**config.mk**
```make
export PLATFORM = sky130hd
export DESIGN_NAME = exe_stage_flat
export DESIGN_NICKNAME = d
export VERILOG_FILES = /design/src/rtl/exe_stage_if.sv /design/src/rtl/exe_stage.sv /design/src/flat_wrapper.sv
export SDC_FILE = /design/constraint.sdc
export NUM_CORES = 1
export LEC_CHECK = 0
export ABC_AREA = 1
export CAP_MARGIN = 20
export CORE_MARGIN = 1.5
export CORE_UTILIZATION = 38
export DETAILED_ROUTE_END_ITERATION = 10
export PLACE_DENSITY = 0.73
export SETUP_SLACK_MARGIN = 0.1
export SYNTH_ARGS = -nofsm -noshare
export SYNTH_HDL_FRONTEND = slang
export SYNTH_SLANG_ARGS = --single-unit
```
**constraint.sdc**
```tcl
create_clock -name clk -period 3.6 [get_ports clk]
set_input_delay 0.54 -clock clk [delete_from_list [all_inputs] [get_ports clk]]
set_output_delay 0.54 -clock clk [all_outputs]
set_load 0.02 [all_outputs]
```
**src/rtl/exe_stage_if.sv**
```systemverilog
// Bundle between ID/EX and EX/MEM around the execute stage.
// The master drives the ID/EX and forwarding inputs; the slave is exe_stage.
interface exe_stage_if #(
    parameter int WIDTH = 32
);
    logic             regwrite_exe;
    logic             memtoreg_exe;
    logic             memwrite_exe;
    logic             alusrc_exe;
    logic             regdst_exe;
    logic [3:0]       alucontrol_exe;
    logic [WIDTH-1:0] data1_exe;
    logic [WIDTH-1:0] data2_exe;
    logic [4:0]       Rt_exe;
    logic [4:0]       Rd_exe;
    logic [WIDTH-1:0] signext_exe;
    logic [WIDTH-1:0] shamt_exe;
    logic [1:0]       forwardA;
    logic [1:0]       forwardB;
    logic [WIDTH-1:0] result_wb;

    logic [4:0]       writereg_exe;
    logic             stall_exe;
    logic             regwrite_mem;
    logic             memtoreg_mem;
    logic             memwrite_mem;
    logic [WIDTH-1:0] aluout_mem;
    logic [WIDTH-1:0] writedata_mem;
    logic [4:0]       writereg_mem;

    modport master (
        output regwrite_exe, memtoreg_exe, memwrite_exe, alusrc_exe, regdst_exe,
               alucontrol_exe, data1_exe, data2_exe, Rt_exe, Rd_exe,
               signext_exe, shamt_exe, forwardA, forwardB, result_wb,
        input  writereg_exe, stall_exe, regwrite_mem, memtoreg_mem, memwrite_mem,
               aluout_mem, writedata_mem, writereg_mem
    );

    modport slave (
        input  regwrite_exe, memtoreg_exe, memwrite_exe, alusrc_exe, regdst_exe,
               alucontrol_exe, data1_exe, data2_exe, Rt_exe, Rd_exe,
               signext_exe, shamt_exe, forwardA, forwardB, result_wb,
        output writereg_exe, stall_exe, regwrite_mem, memtoreg_mem, memwrite_mem,
               aluout_mem, writedata_mem, writereg_mem
    );
endinterface

```
**src/rtl/exe_stage.sv**
```systemverilog
// MIPS execute stage with forwarding, ALU, iterative shift-add multiplier
// and the EX/MEM pipeline register.
//
// state | meaning
// IDLE  | no multiply in progress; MUL in ID/EX captures operands and stalls
// BUSY  | one shift-add step per cycle, WIDTH steps, stall held
// DONE  | product selected onto the result, EX/MEM loads it, stall released
module exe_stage #(
    parameter int WIDTH = 32
) (
    input  logic        clk,
    input  logic        rst,
    exe_stage_if.slave  bus
);
    localparam int CW = $clog2(WIDTH);

    localparam logic [3:0] OP_AND = 4'b0000;
    localparam logic [3:0] OP_OR  = 4'b0001;
    localparam logic [3:0] OP_ADD = 4'b0010;
    localparam logic [3:0] OP_XOR = 4'b0011;
    localparam logic [3:0] OP_SUB = 4'b0110;
    localparam logic [3:0] OP_SLT = 4'b0111;
    localparam logic [3:0] OP_NOR = 4'b1100;
    localparam logic [3:0] OP_SLL = 4'b1000;
    localparam logic [3:0] OP_SRL = 4'b1001;
    localparam logic [3:0] OP_SRA = 4'b1010;
    localparam logic [3:0] OP_MUL = 4'b1011;

    typedef enum logic [1:0] {
        S_IDLE = 2'd0,
        S_BUSY = 2'd1,
        S_DONE = 2'd2
    } state_t;

    state_t           r_state;
    state_t           w_state_nxt;
    logic [WIDTH-1:0] r_mcand;
    logic [WIDTH-1:0] r_mplier;
    logic [WIDTH-1:0] r_acc;
    logic [CW-1:0]    r_cnt;

    logic [WIDTH-1:0] w_src_a;
    logic [WIDTH-1:0] w_fwd_b;
    logic [WIDTH-1:0] w_src_b;
    logic [WIDTH-1:0] w_alu;
    logic [WIDTH-1:0] w_result;
    logic [CW-1:0]    w_shamt;
    logic             w_stall;
    logic             w_start;
    logic [4:0]       w_writereg;

    always_comb begin
        case (bus.forwardA)
            2'b01:   w_src_a = bus.result_wb;
            2'b10:   w_src_a = bus.aluout_mem;
            default: w_src_a = bus.data1_exe;
        endcase
        case (bus.forwardB)
            2'b01:   w_fwd_b = bus.result_wb;
            2'b10:   w_fwd_b = bus.aluout_mem;
            default: w_fwd_b = bus.data2_exe;
        endcase
    end

    assign w_src_b    = bus.alusrc_exe ? bus.signext_exe : w_fwd_b;
    assign w_shamt    = bus.shamt_exe[CW-1:0];
    assign w_writereg = bus.regdst_exe ? bus.Rd_exe : bus.Rt_exe;

    // MUL yields 0 here; the product comes from the accumulator in DONE.
    always_comb begin
        w_alu = '0;
        case (bus.alucontrol_exe)
            OP_AND: w_alu = w_src_a & w_src_b;
            OP_OR:  w_alu = w_src_a | w_src_b;
            OP_ADD: w_alu = w_src_a + w_src_b;
            OP_XOR: w_alu = w_src_a ^ w_src_b;
            OP_SUB: w_alu = w_src_a - w_src_b;
            OP_SLT: w_alu = {{(WIDTH-1){1'b0}}, ($signed(w_src_a) < $signed(w_src_b))};
            OP_NOR: w_alu = ~(w_src_a | w_src_b);
            OP_SLL: w_alu = w_fwd_b << w_shamt;
            OP_SRL: w_alu = w_fwd_b >> w_shamt;
            OP_SRA: w_alu = $signed(w_fwd_b) >>> w_shamt;
            default: w_alu = '0;
        endcase
    end

    always_ff @(posedge clk) begin
        if (rst) r_state <= S_IDLE;
        else     r_state <= w_state_nxt;
    end

    always_comb begin
        w_state_nxt = r_state;
        w_stall     = 1'b0;
        w_start     = 1'b0;
        case (r_state)
            S_IDLE: begin
                if (bus.alucontrol_exe == OP_MUL) begin
                    w_start     = 1'b1;
                    w_stall     = 1'b1;
                    w_state_nxt = S_BUSY;
                end
            end
            S_BUSY: begin
                w_stall = 1'b1;
                if (r_cnt == CW'(WIDTH-1)) w_state_nxt = S_DONE;
            end
            S_DONE:  w_state_nxt = S_IDLE;
            default: w_state_nxt = S_IDLE;
        endcase
    end

    always_ff @(posedge clk) begin
        if (rst) begin
            r_mcand  <= '0;
            r_mplier <= '0;
            r_acc    <= '0;
            r_cnt    <= '0;
        end else if (w_start) begin
            r_mcand  <= w_src_a;
            r_mplier <= w_src_b;
            r_acc    <= '0;
            r_cnt    <= '0;
        end else if (r_state == S_BUSY) begin
            if (r_mplier[0]) r_acc <= r_acc + r_mcand;
            r_mcand  <= r_mcand << 1;
            r_mplier <= r_mplier >> 1;
            r_cnt    <= r_cnt + 1'b1;
        end
    end

    assign w_result         = (r_state == S_DONE) ? r_acc : w_alu;
    assign bus.writereg_exe = w_writereg;
    // Gated so the hazard unit sees no stall while reset is being applied.
    assign bus.stall_exe    = w_stall & ~rst;

    always_ff @(posedge clk) begin
        if (rst) begin
            bus.regwrite_mem  <= 1'b0;
            bus.memtoreg_mem  <= 1'b0;
            bus.memwrite_mem  <= 1'b0;
            bus.aluout_mem    <= '0;
            bus.writedata_mem <= '0;
            bus.writereg_mem  <= '0;
        end else begin
            bus.regwrite_mem  <= bus.regwrite_exe & ~w_stall;
            bus.memtoreg_mem  <= bus.memtoreg_exe & ~w_stall;
            bus.memwrite_mem  <= bus.memwrite_exe & ~w_stall;
            bus.aluout_mem    <= w_result;
            bus.writedata_mem <= w_fwd_b;
            bus.writereg_mem  <= w_writereg;
        end
    end
endmodule

```
**src/flat_wrapper.sv**
```systemverilog
// flat-port wrapper written by rule: the top's interface ports become plain ports
module exe_stage_flat 
#(
    parameter int WIDTH = 32
)
  (clk, rst, bus_regwrite_exe, bus_memtoreg_exe, bus_memwrite_exe, bus_alusrc_exe, bus_regdst_exe, bus_alucontrol_exe, bus_data1_exe, bus_data2_exe, bus_Rt_exe, bus_Rd_exe, bus_signext_exe, bus_shamt_exe, bus_forwardA, bus_forwardB, bus_result_wb, bus_writereg_exe, bus_stall_exe, bus_regwrite_mem, bus_memtoreg_mem, bus_memwrite_mem, bus_aluout_mem, bus_writedata_mem, bus_writereg_mem);
  exe_stage_if #(.WIDTH(WIDTH)) bus_i ();
  input  logic clk;
  input  logic rst;
  input wire logic [$bits(bus_i.regwrite_exe)-1:0] bus_regwrite_exe;
  input wire logic [$bits(bus_i.memtoreg_exe)-1:0] bus_memtoreg_exe;
  input wire logic [$bits(bus_i.memwrite_exe)-1:0] bus_memwrite_exe;
  input wire logic [$bits(bus_i.alusrc_exe)-1:0] bus_alusrc_exe;
  input wire logic [$bits(bus_i.regdst_exe)-1:0] bus_regdst_exe;
  input wire logic [$bits(bus_i.alucontrol_exe)-1:0] bus_alucontrol_exe;
  input wire logic [$bits(bus_i.data1_exe)-1:0] bus_data1_exe;
  input wire logic [$bits(bus_i.data2_exe)-1:0] bus_data2_exe;
  input wire logic [$bits(bus_i.Rt_exe)-1:0] bus_Rt_exe;
  input wire logic [$bits(bus_i.Rd_exe)-1:0] bus_Rd_exe;
  input wire logic [$bits(bus_i.signext_exe)-1:0] bus_signext_exe;
  input wire logic [$bits(bus_i.shamt_exe)-1:0] bus_shamt_exe;
  input wire logic [$bits(bus_i.forwardA)-1:0] bus_forwardA;
  input wire logic [$bits(bus_i.forwardB)-1:0] bus_forwardB;
  input wire logic [$bits(bus_i.result_wb)-1:0] bus_result_wb;
  output wire logic [$bits(bus_i.writereg_exe)-1:0] bus_writereg_exe;
  output wire logic [$bits(bus_i.stall_exe)-1:0] bus_stall_exe;
  output wire logic [$bits(bus_i.regwrite_mem)-1:0] bus_regwrite_mem;
  output wire logic [$bits(bus_i.memtoreg_mem)-1:0] bus_memtoreg_mem;
  output wire logic [$bits(bus_i.memwrite_mem)-1:0] bus_memwrite_mem;
  output wire logic [$bits(bus_i.aluout_mem)-1:0] bus_aluout_mem;
  output wire logic [$bits(bus_i.writedata_mem)-1:0] bus_writedata_mem;
  output wire logic [$bits(bus_i.writereg_mem)-1:0] bus_writereg_mem;
  assign bus_i.regwrite_exe = bus_regwrite_exe;
  assign bus_i.memtoreg_exe = bus_memtoreg_exe;
  assign bus_i.memwrite_exe = bus_memwrite_exe;
  assign bus_i.alusrc_exe = bus_alusrc_exe;
  assign bus_i.regdst_exe = bus_regdst_exe;
  assign bus_i.alucontrol_exe = bus_alucontrol_exe;
  assign bus_i.data1_exe = bus_data1_exe;
  assign bus_i.data2_exe = bus_data2_exe;
  assign bus_i.Rt_exe = bus_Rt_exe;
  assign bus_i.Rd_exe = bus_Rd_exe;
  assign bus_i.signext_exe = bus_signext_exe;
  assign bus_i.shamt_exe = bus_shamt_exe;
  assign bus_i.forwardA = bus_forwardA;
  assign bus_i.forwardB = bus_forwardB;
  assign bus_i.result_wb = bus_result_wb;
  assign bus_writereg_exe = bus_i.writereg_exe;
  assign bus_stall_exe = bus_i.stall_exe;
  assign bus_regwrite_mem = bus_i.regwrite_mem;
  assign bus_memtoreg_mem = bus_i.memtoreg_mem;
  assign bus_memwrite_mem = bus_i.memwrite_mem;
  assign bus_aluout_mem = bus_i.aluout_mem;
  assign bus_writedata_mem = bus_i.writedata_mem;
  assign bus_writereg_mem = bus_i.writereg_mem;
  exe_stage #(.WIDTH(WIDTH)) u_core (.clk(clk), .rst(rst), .bus(bus_i));
endmodule
```
## Word level (Yosys, flattened, before mapping)

Index checks and enable logic that the tools add are counted.

| word-level totals | value |
|---|---|
| bits in registers | 175 |
| bits of input ports | 185 |
| output and inout port bits | 78 |
| logic and storage cells | 70 |

| cells by class | value |
|---|---|
| add/subtract/negate cells | 4 |
| magnitude comparators | 1 |
| eq/ne operators | 19 |
| shifts and indexed selects | 3 |
| mux-type cells | 16 |
| bitwise logic cells | 10 |
| reductions and logical operators | 6 |

Operators with widths:

| operator | count |
|---|---|
| one-hot mux 32 bit (10 select lines) | 1 |
| two-way mux 32 bit | 6 |
| one-hot mux 32 bit (2 select lines) | 2 |
| adder 32 bit | 2 |
| AND 32 bit | 1 |
| < comparator 32 bit | 1 |
| inverter 32 bit | 1 |
| OR 32 bit | 1 |
| << shifter 32 x 5 -> 32 bit | 1 |
| >> shifter 32 x 5 -> 32 bit | 1 |
| >>> shifter 32 x 5 -> 32 bit | 1 |
| subtractor 32 bit | 1 |
| XOR 32 bit | 1 |
| equality test 4 bit, second input constant | 5 |
| equality test 4 x 2 -> 1 bit, second input constant | 2 |
| equality test 4 x 3 -> 1 bit, second input constant | 2 |
| equality test 2 x 1 -> 1 bit, second input constant | 3 |
| equality test 2 bit, second input constant | 3 |
| adder 5 x 1 -> 5 bit, second input constant | 1 |
| equality test 5 bit, second input constant | 1 |
| two-way mux 5 bit | 1 |
| AND 1 bit | 4 |
| equality test 4 x 1 -> 1 bit, second input constant | 1 |
| logical NOT 4 bit | 1 |
| other kinds (10) | 15 |

## Logic depth before layout (Yosys ltp)

Gate-level depths: netlist of run 1.

| depth | value |
|---|---|
| depth in word-level cells | 7 |
| mapped depth | 25 |
| depth with buffers taken out | 24 |

## Worst setup path before layout of run 1

No wires, ideal clock.

| timing | value |
|---|---|
| kind | input to register |
| start | input bus_forwardB[0] |
| end | register u_core.bus.aluout_mem[20] (netlist name) |
| setup time | 0.132 ns |
| arrival time | 3.384 ns |
| data required time | 3.468 ns |
| path slack | 0.084 ns |
| stages | 24 |
| buffers on the path | 1 |
| cell sequence | inv_1 ha_1 inv_2 buf_4 nand3_1 o21ai_2 inv_1 nand2_1 o21ai_0 ha_1 fa_1 nand3b_1 nand2_1 nand2_1 nand2_1 nand2_1 nand2_1 nand2_1 a21oi_1 nor2_1 a21oi_1 nand3_1 nand2_1 a21oi_1 |

| on the way | value |
|---|---|
| word-level cells in the longest chain between the ends | 7 |
| elaborated cells between the ends (all ways) | 15 |
| those cells by class | add/sub (2); eq/ne (2); shift (3); mux (4); bitwise (4) |

Ends and longest elaborated chain:

| item | line | source |
|---|---|---|
| start, declared | flat_wrapper.sv:23 | `input wire logic [$bits(bus_i.forwardB)-1:0] bus_forwardB;` |
| equality test 2 bit / equality test 2 x 1 -> 1 bit (equally long branches) | exe_stage.sv:58 | `case (bus.forwardB)` |
| one-hot mux 32 bit (2 select lines) (*) | exe_stage.sv:58 |  |
| branches (longest 3 deep; another with subtractor 32 bit) | n/a |  |
| one-hot mux 32 bit (10 select lines) (*) | exe_stage.sv:72 | `case (bus.alucontrol_exe)` |
| two-way mux 32 bit (*) | exe_stage.sv:132 | `assign w_result = (r_state == S_DONE) ? r_acc : w_alu;` |
| end signal, assigned | exe_stage.sv:149 | `bus.aluout_mem <= w_result;` |
| end, declared | exe_stage_if.sv:44 | `aluout_mem, writedata_mem, writereg_mem` |

Every way passes the cells marked *.
A chain may end at the register's enable or synchronous reset.

## Worst setup path after layout of run 1

| timing | value |
|---|---|
| start | input bus_forwardB[1] |
| end | register u_core.bus.aluout_mem[11] (netlist name) |

The elaborated chain is that of the path after synthesis.

==> impl_results.md, run 1 <==
* Total leakage power at 0.0136 µW
* I/O Pins at 263
* Worst hold stages at 2
* Synth unique cells at 54
* 1st-iter DRT viols at 4041
* CTS tree: done
* Worst r2r path cells at 18
* Antenna violations before repair at 3
* Root Driver: clkbuf_16
* Die Span Y at 231 µm
* Rel. slew slack at 46.6%
* Final Wtd Congestion at 1.12
* Initial Utilization at 38.5%
* Crit start category: input port
* Power Internal at 5310 µW
* Post-Syn Nets at 3710
* Clk slew on worst S/H paths at 70 ps
* Via count at 27458
* Total Routing Usage GR at 39.2%
* Hold EP: u_core.r_mplier[31]
* Worst-margin pin slew at 801 ps
* CP Capture Type: flip-flop
* RR Endpoint: u_core.bus.aluout_mem[29]
* Final hold slack at 470 ps
* Proportion of layout cells with a drive suffix above 1 at 23.6%
* Critical Path RT at 3960 ps
* Largest net degree at the start of global routing at 69
* Register-to-Register Setup Slack at 340 ps
* Register area share after synthesis at 17.7%
* Final Skew at 25.8 ps
* Mapped Cells at 3385
* Max VDD drop at 0.000339 V
* Area grow syn2layout at 44.8%
* HP Start: u_core.r_mplier[31]
* Post-Route WL at 108000 µm
* Fin crit period at 3460 ps
* Clk pwr share at 20.7%
* Hold Path Class: reg -> reg
* RSZ-0062 raised after global routing: true
* Crit Path Class: in -> reg
* Syn Std Cell Area at 19800 µm²
* H-tree Lvls at 4
* Final net count at 4365
* Die area at 53400 µm²
* # DRC at 0
* Switching share of power at 44.4%
* Reg2Reg Launch Point: u_core.bus.aluout_mem[27]
* Final hold vios at 0
* CTS Buffer Depth at 2
* Power Density at 334 nW/µm²
* Vias in the first global route at 24738
* Synth warn at 0
* Clk_lat worst skew at 520 ps
* Synthesized area per cell at 5.83 µm²
* Global-route wire length before repair at 155000 µm
* CP Data Arrival Time at 3820 ps
* Async S/R FF share, synth at 0%
* Sw power at 4240 µW
* Clk sinks at 175
* Logic pwr share at 56.5%
* CP max FO at 4
* Top FF cell, synth: dfxtp_1
* PortBufs at 235
* Maximum clock rate at 289 MHz
* Maxcap violations at 0
* Die width at 231 µm
* Wire per inst at 22.9 µm
* Status: completed
* Slew Viols, Final at 0
* Vias per inst at 5.80
* Detail Route Antenna Nets at 0
* Setup TNS at 0 ps
* Initial DRT Pass Iterations at 6
* EDFF count, synth at 0
* Seq cells post-synth at 175
* Global route overflow at 0
* CTS buffer count at 17
* Reg power frac at 22.9%
* CORE AREA at 51300 µm²
* Filler cells at 5067
* Hpwl dp at 87000 µm
* Diode count at 0
* Crit share post-route at 96.2%
* Endpoints failing setup at 0
* Row Count at 83
power by group through the flow:
| stage | clock network (µW) | registers, µW | logic, µW |
|---|---|---|---|
| global route | 2060 | 2180 | 5670 |
| global placement | 0 | 2220 | 4640 |
| CTS | 1990 | 2170 | 4940 |
| detailed placement | 0 | 2210 | 4640 |
| finish | 1980 | 2180 | 5390 |
| floorplan | 0 | 2240 | 2160 |
placed cells by master, fill, tap and decap left out, drive strengths merged, types with 137 or more instances in the layout:
master,n
a21oi,219
ha,137
clkdlybuf4s50,227
nand2,941
o21ai,296
nor2,236
nand3,478
inv,387
dfxtp,175
buf,583
synth_stat cells (12+ instances only):
cell type	instances	area (µm²)
inv_1	364	1370
o21ai_0	254	1270
buf_1	13	48.8
o211ai_1	30	225
ha_1	137	1710
o21bai_1	31	233
nand3_2	26	260
xor2_1	19	166
a21oi_1	211	1060
o21ai_1	35	175
inv_2	13	48.8
nor3_1	28	140
a22o_1	32	280
buf_2	60	300
o22ai_1	14	87.6
a311oi_1	12	105
nand2_1	906	3400
nand3_1	452	2260
nand2_2	35	219
dfxtp_1	175	3500
clkbuf_1	85	319
buf_4	15	113
nor2_1	226	848
a221oi_1	35	307
nand4_1	36	225
or2_1	16	100
critical path, stage by stage:
cell and delay (ps):
dlygate4sd2_1 280, ha_4 340, clkinvlp_4 200, buf_6 190, or2_0 230, nand2_2 100, o21ai_2 70, buf_4 160
ha_4 300, inv_2 50, nand2_1 60, nand2_2 70, a21oi_2 160, nand2_2 120, nand2_2 110, nand2_4 90
o21ai_2 140, nand3_2 150, a21oi_2 160, nand2_2 120, nand2_1 80, a21oi_1 80
layer usage:
| metal | global-route usage, % | vias up | wire, µm |
|---|---|---|---|
| li1 | - | 12609 | - |
| met1 | 52.5 | 12597 | 43200 |
| met2 | 55.6 | 1882 | 43200 |
| met3 | 10.0 | 368 | 13900 |
| met4 | 24.8 | 2 | 7970 |
| met5 | 0 | - | 11 |
registers in the layout, indices dropped and copies added (netlist names):
register / cells
u_core.bus.aluout_mem: 32
u_core.bus.writedata_mem: 32
u_core.r_acc: 32
u_core.r_mcand: 32
u_core.r_mplier: 32
u_core.bus.writereg_mem: 5
u_core.r_cnt: 5
u_core.r_state: 2
u_core.bus.memtoreg_mem: 1
u_core.bus.memwrite_mem: 1
u_core.bus.regwrite_mem: 1
layout make-up:
type	count	area (µm²)	area share (%)
Clock buffer	17	425	1.49
Timing Repair Buffer	816	7070	24.7
Sequential cell	175	3500	12.2
Tap cell	680	851	2.97
Timing Repair inverter	1	7.51	0.0262
Inverter	383	1450	5.06
Multi-Input combinational cell	2646	15100	53.0
Clock inverter	14	144	0.503
through the flow:
step                util [%]  area, µm²  total power [µW]  setup slack (ps)  cells
global placement        51.6      26500              6850              -979   4669
finish                  55.8      28600              9560               138   4732
floorplan                  -      19800              4400               112   3385
CTS                     54.3      27900              9090               108   4716
global route            55.8      28600              9910              68.8   4732
detailed placement      51.6      26500              6850              -985   4669
worst max-delay path by stage:
stage                          from                         to  cells after the start  slack (ps)
finish              bus_forwardB[1]  u_core.bus.aluout_mem[11]                     22         140
global route        bus_forwardB[0]  u_core.bus.aluout_mem[22]                     25          70
CTS                 bus_forwardA[0]  u_core.bus.aluout_mem[30]                     24         110
detailed placement  bus_forwardB[0]  u_core.bus.aluout_mem[19]                     24        -980
global placement    bus_forwardB[0]  u_core.bus.aluout_mem[19]                     24        -980
floorplan           bus_forwardB[0]  u_core.bus.aluout_mem[20]                     24         110
cells by family after synthesis:
family / count (synthesis) / synth area share [%]
AO/OA/AOI/OAI: 718 / 21.5
XOR/XNOR: 26 / 1.15
buffers and inverters: 564 / 11.6
flip-flops: 175 / 17.7
AND/OR/NAND/NOR: 1762 / 39.0
adder cells (fa/ha/maj): 140 / 8.98
repair_timing:
action / CTS / global route
gates cloned: 3 / 1
pin swaps: 32 / 45
resized for setup: 191 / 176
setup buffers: 13 / 14
setup endpoints to repair: 32 / 32
hold buffers: 0 / 0
No activity file was read; power rests on OpenSTA's default activity.
==> run 2, diff against run 1 <==
--- a/config.mk
+++ b/config.mk
@@ -9,7 +9,8 @@
 export CAP_MARGIN = 20
 export CORE_MARGIN = 1.5
-export CORE_UTILIZATION = 38
+export CORE_UTILIZATION = 52
 export DETAILED_ROUTE_END_ITERATION = 10
-export PLACE_DENSITY = 0.73
+export HOLD_SLACK_MARGIN = 0.05
+export PLACE_DENSITY = 0.91
 export SETUP_SLACK_MARGIN = 0.1
 export SYNTH_ARGS = -nofsm -noshare
==> constraint.sdc (replaced) <==
create_clock -name clk -period 3.6 [get_ports clk]
set_input_delay 0.36 -clock clk [delete_from_list [all_inputs] [get_ports clk]]
set_output_delay 0.36 -clock clk [all_outputs]
set_load 0.02 [all_outputs]
==> impl_results.md, run 2 <==
* Clk sinks at 175
* Hold_buf cts at 0
* Mapped Cells at 3385
* Initial Utilization at 52.7%
* Root Driver: clkbuf_16
* Synth unique cells at 54
* Row Count at 71
* GR repair worst EP: u_core.bus.aluout_mem[0]$_SDFF_PP0_/D
* Total Routing Usage GR at 65.8%
* Status: did not finish
* I/O Pins at 263
* Err: [ERROR GRT-0232] Routing congestion too high. Check the congestion heatmap in the GUI.
* Top FF cell, synth: dfxtp_1
* Largest cells by area after synthesis: dfxtp_1 18%, nand2_1 17%, nand3_1 11%
* Synth warn at 0
* Syn Std Cell Area at 19800 µm²
* Seq cells post-synth at 175
* Cell type with the largest total area after synthesis: dfxtp_1
* CTS buffer count at 17
* EDFF count, synth at 0
* Register area share after synthesis at 17.7%
* Post-Syn Nets at 3710
* Final Wtd Congestion at 1.29
* Synthesized area per cell at 5.83 µm²
* Worst_ep kind: register input
* Fail Step: global routing (5_1_grt)
* PortBufs at 235
* Global route overflow at 126
* Die Span Y at 198 µm
* Placement Cell Area at 25400 µm²
* Die width at 198 µm
* Top cell type's share of synthesized area at 17.7%
* Hpwl dp at 78400 µm
* CTS Buffer Depth at 2
* Largest net degree at the start of global routing at 70
* Async S/R FF share, synth at 0%
* Most frequent cells after synthesis: 906 x nand2_1, 452 x nand3_1, 364 x inv_1, 254 x o21ai_0, 226 x nor2_1
* H-tree Lvls at 4
* Most frequent cell after synthesis: nand2_1
==> run 2: cell counts after synthesis <==
Identical to the previous run, type by type.
==> run 2: per-layer routing <==
metal,track usage [%],GRT overflow
met5,31.5,1
met4,63.0,50
met3,54.8,2
met2,77.6,71
met1,66.9,2
==> run 2: logic make-up after synthesis <==
group | count (synthesis) | synth area share (%)
xor gates and xnor gates | 26 | 1.15
adders and majority gates | 140 | 8.98
AOI/OAI and AO/OA | 718 | 21.5
buffers and inverters | 564 | 11.6
DFF | 175 | 17.7
and+or+nand+nor | 1762 | 39.0
==> run 2: timing repair <==
action,4_1_cts
gates resized for setup,93
pin swaps,16
setup endpoints to repair,28
setup buffers,4
gates cloned,1
==> run 2: through the flow <==
step	setup WS [ps]	util, %	std cells	hold slack (ps)
4_1_cts	70.8	70.3	4433	295
2_1_floorplan	264	-	3385	441
3_5_place_dp	-899	67.7	4396	456
3_3_place_gp	-801	67.7	4396	451
==> run 3, diff against run 2 <==
- CORE_UTILIZATION: 52 -> 40
- HOLD_SLACK_MARGIN: 0.05 -> unset
- PLACE_DENSITY: 0.91 -> unset
- PLACE_DENSITY_LB_ADDON: unset -> 0.15
- SETUP_SLACK_MARGIN: 0.1 -> unset
- clock period: 3.6 -> 4.68 ns (I/O delays scaled with it)
==> impl_results.md, run 3 (same netlist as run 1, synthesis figures left out) <==
* Worst setup margin at 171 ps
* Maximum clock rate at 222 MHz
* Switching share of power at 45.4%
* Max VDD drop at 0.000203 V
* Worst-margin pin slew at 1060 ps
* Post-route cell area at 26000 µm²
* Die width at 225 µm
* Final hold slack at 485 ps
* 1st-iter DRT viols at 3649
* Met2 wire len at 46600 µm
* CTS Buffer Depth at 2
* CP Capture Type: flip-flop
* Hold Path Class: reg -> reg
* Post-CTS setup-driven buffer insertion count at 0
* Setup TNS at 0 ps
* Logic pwr share at 54.2%
* HP Start: u_core.r_mplier[1]
* Post-Route WL at 111000 µm
* Power Density at 263 nW/µm²
* Reg area at 3500 µm²
* Detail Route Antenna Nets at 0
* Crit share post-route at 96.3%
* Final Skew at 29.3 ps
* # DRC at 0
* Total Routing Usage GR at 42.8%
* CTS buffer count at 17
* Final hold vios at 0
* Worst hold stages at 2
* CORE AREA at 48800 µm²
* Root Driver: clkbuf_16
* Initial Utilization at 40.4%
* Die Span Y at 225 µm
* Clk pwr share at 21.6%
* Endpoints failing setup at 0
* CTS resizes at 0
* Status: completed
* Power Internal at 3750 µW
* Buf/Inv on CP at 5
* Crit Path Class: in -> reg
* Wire per inst at 24.2 µm
* Filler cells at 5131
* Total leakage power at 0.0127 µW
* Vias per inst at 5.87
* Global-route wire length before repair at 159000 µm
* Vias in the first global route at 24880
* Worst r2r path cells at 21
* Final net count at 4213
* Via count at 26811
* Max stage delay on crit path at 530 ps
* Proportion of layout cells with a drive suffix above 1 at 14.9%
* RR Endpoint: u_core.bus.aluout_mem[21]
* Global route overflow at 0
* Reg2Reg Launch Point: u_core.bus.aluout_mem[11]
* CP max FO at 10
* Crit-path cells: clkdlybuf4s50_1 -> inv_1 -> ha_1 -> inv_4 -> nand3_1 -> o21ai_1 -> or2_2 -> o21ai_0 -> buf_4 -> ha_1 -> o21bai_1 -> a21oi_1 -> o21ai_1 -> nand2_1 -> nand3_1 -> nand2_1 -> nand3_1 -> nand2_1 -> nand3_1 -> buf_4 -> nand3b_1 -> nand2_1 -> a21oi_1
* Rel. slew slack at 29.0%
* Hpwl dp at 91900 µm
* Clk_lat worst skew at 510 ps
* Antenna violations before repair at 6
* Placement Cell Area at 25400 µm²
* PortBufs at 235
* Clk slew on worst S/H paths at 80 ps
* M1 WL at 44100 µm
* Most common cell after layout, fill and taps aside: nand2_1
* Hold_buf cts at 0
* Clk sinks at 175
* Row Count at 81
* Die area at 50700 µm²
* CP max-delay cell: ha_1
* Family with the most delay on the worst path: simple AND/OR/NAND/NOR gates
* Most frequent cells in the layout: 904 x nand2_1, 451 x nand3_1, 419 x buf_4
* I/O Pins at 263
* Fin crit period at 4510 ps
* Crit start category: input port
* Critical Path RT at 5100 ps
* Slew Viols, Final at 0
* CP Data Arrival Time at 4930 ps
* RSZ-0062 raised after global routing: false
* Initial DRT Pass Iterations at 8
* CTS tree: done
* Largest net degree at the start of global routing at 75
* Maxcap violations at 0
* Final Wtd Congestion at 1.06
* Top routing layer in use: met5
* Area grow syn2layout at 31.9%
* Multi-input logic area at 14000 µm²
* Sw power at 3120 µW
* Pre-CTS WS at -240 ps
* Hold EP: u_core.r_mplier[1]
* Detailed-routed wire length on met3 at 12400 µm
* H-tree Lvls at 4
* Register-to-Register Setup Slack at 680 ps
* Reg power frac at 24.2%
## run 3: worst register-to-register path, stage by stage (launching register included)
cell and delay [ps]:
dfxtp_1 480, nand2_1 80, nand3_1 220, o21ai_1 140, or2_2 290, o21ai_0 100
buf_4 200, inv_1 70, ha_1 230, buf_4 140, a21oi_1 310, o21ai_0 300
a21oi_1 220, o21ai_2 140, nand2_2 110, buf_4 110, o21ai_2 50, or2_2 270
nand3_1 70, nand2_1 150, nand2_1 120, a21oi_1 70
## run 3: per-stage QoR
stage               instances  power (µW)  utilization, %
floorplan                3385        3380               -
global placement         4529        5240            51.9
detailed placement       4530        5270            52.0
CTS                      4562        6750            53.1
global route             4565        7140            53.3
finish                   4568        6860            53.3
## run 3: cell type report
class | count | area share (%)
multi-input combinational | 2646 | 53.7
inverter | 383 | 5.53
timing repair buffer | 665 | 22.0
antenna | 3 | 0.0288
clock buffer | 19 | 1.66
sequential | 175 | 13.5
clock inverter | 13 | 0.514
tap | 664 | 3.19
## run 3: layer usage
metal	GRT usage (%)	up-vias
met3	10.1	349
met5	0	-
met1	55.5	12506
li1	-	12298
met2	64.1	1652
met4	25.7	6
## run 3: worst max path at each step
stage | start | endpoint | slack (ps) | cells after the start
floorplan | bus_forwardB[0] | u_core.bus.aluout_mem[20] | 1240 | 24
global placement | bus_forwardB[0] | u_core.bus.aluout_mem[0] | -190 | 22
detailed placement | bus_forwardB[0] | u_core.bus.aluout_mem[0] | -240 | 22
CTS | bus_forwardB[0] | u_core.bus.aluout_mem[0] | 270 | 25
global route | bus_forwardB[0] | u_core.bus.aluout_mem[0] | 60 | 25
finish | bus_forwardB[0] | u_core.bus.aluout_mem[0] | 170 | 23
## run 3: power by group through the flow
stage | logic [µW] | clock network [µW] | registers, µW
6_report | 3720 | 1480 | 1660
5_1_grt | 3940 | 1530 | 1660
4_1_cts | 3600 | 1500 | 1660
3_5_place_dp | 3580 | 0 | 1690
3_3_place_gp | 3550 | 0 | 1690
2_1_floorplan | 1660 | 0 | 1720
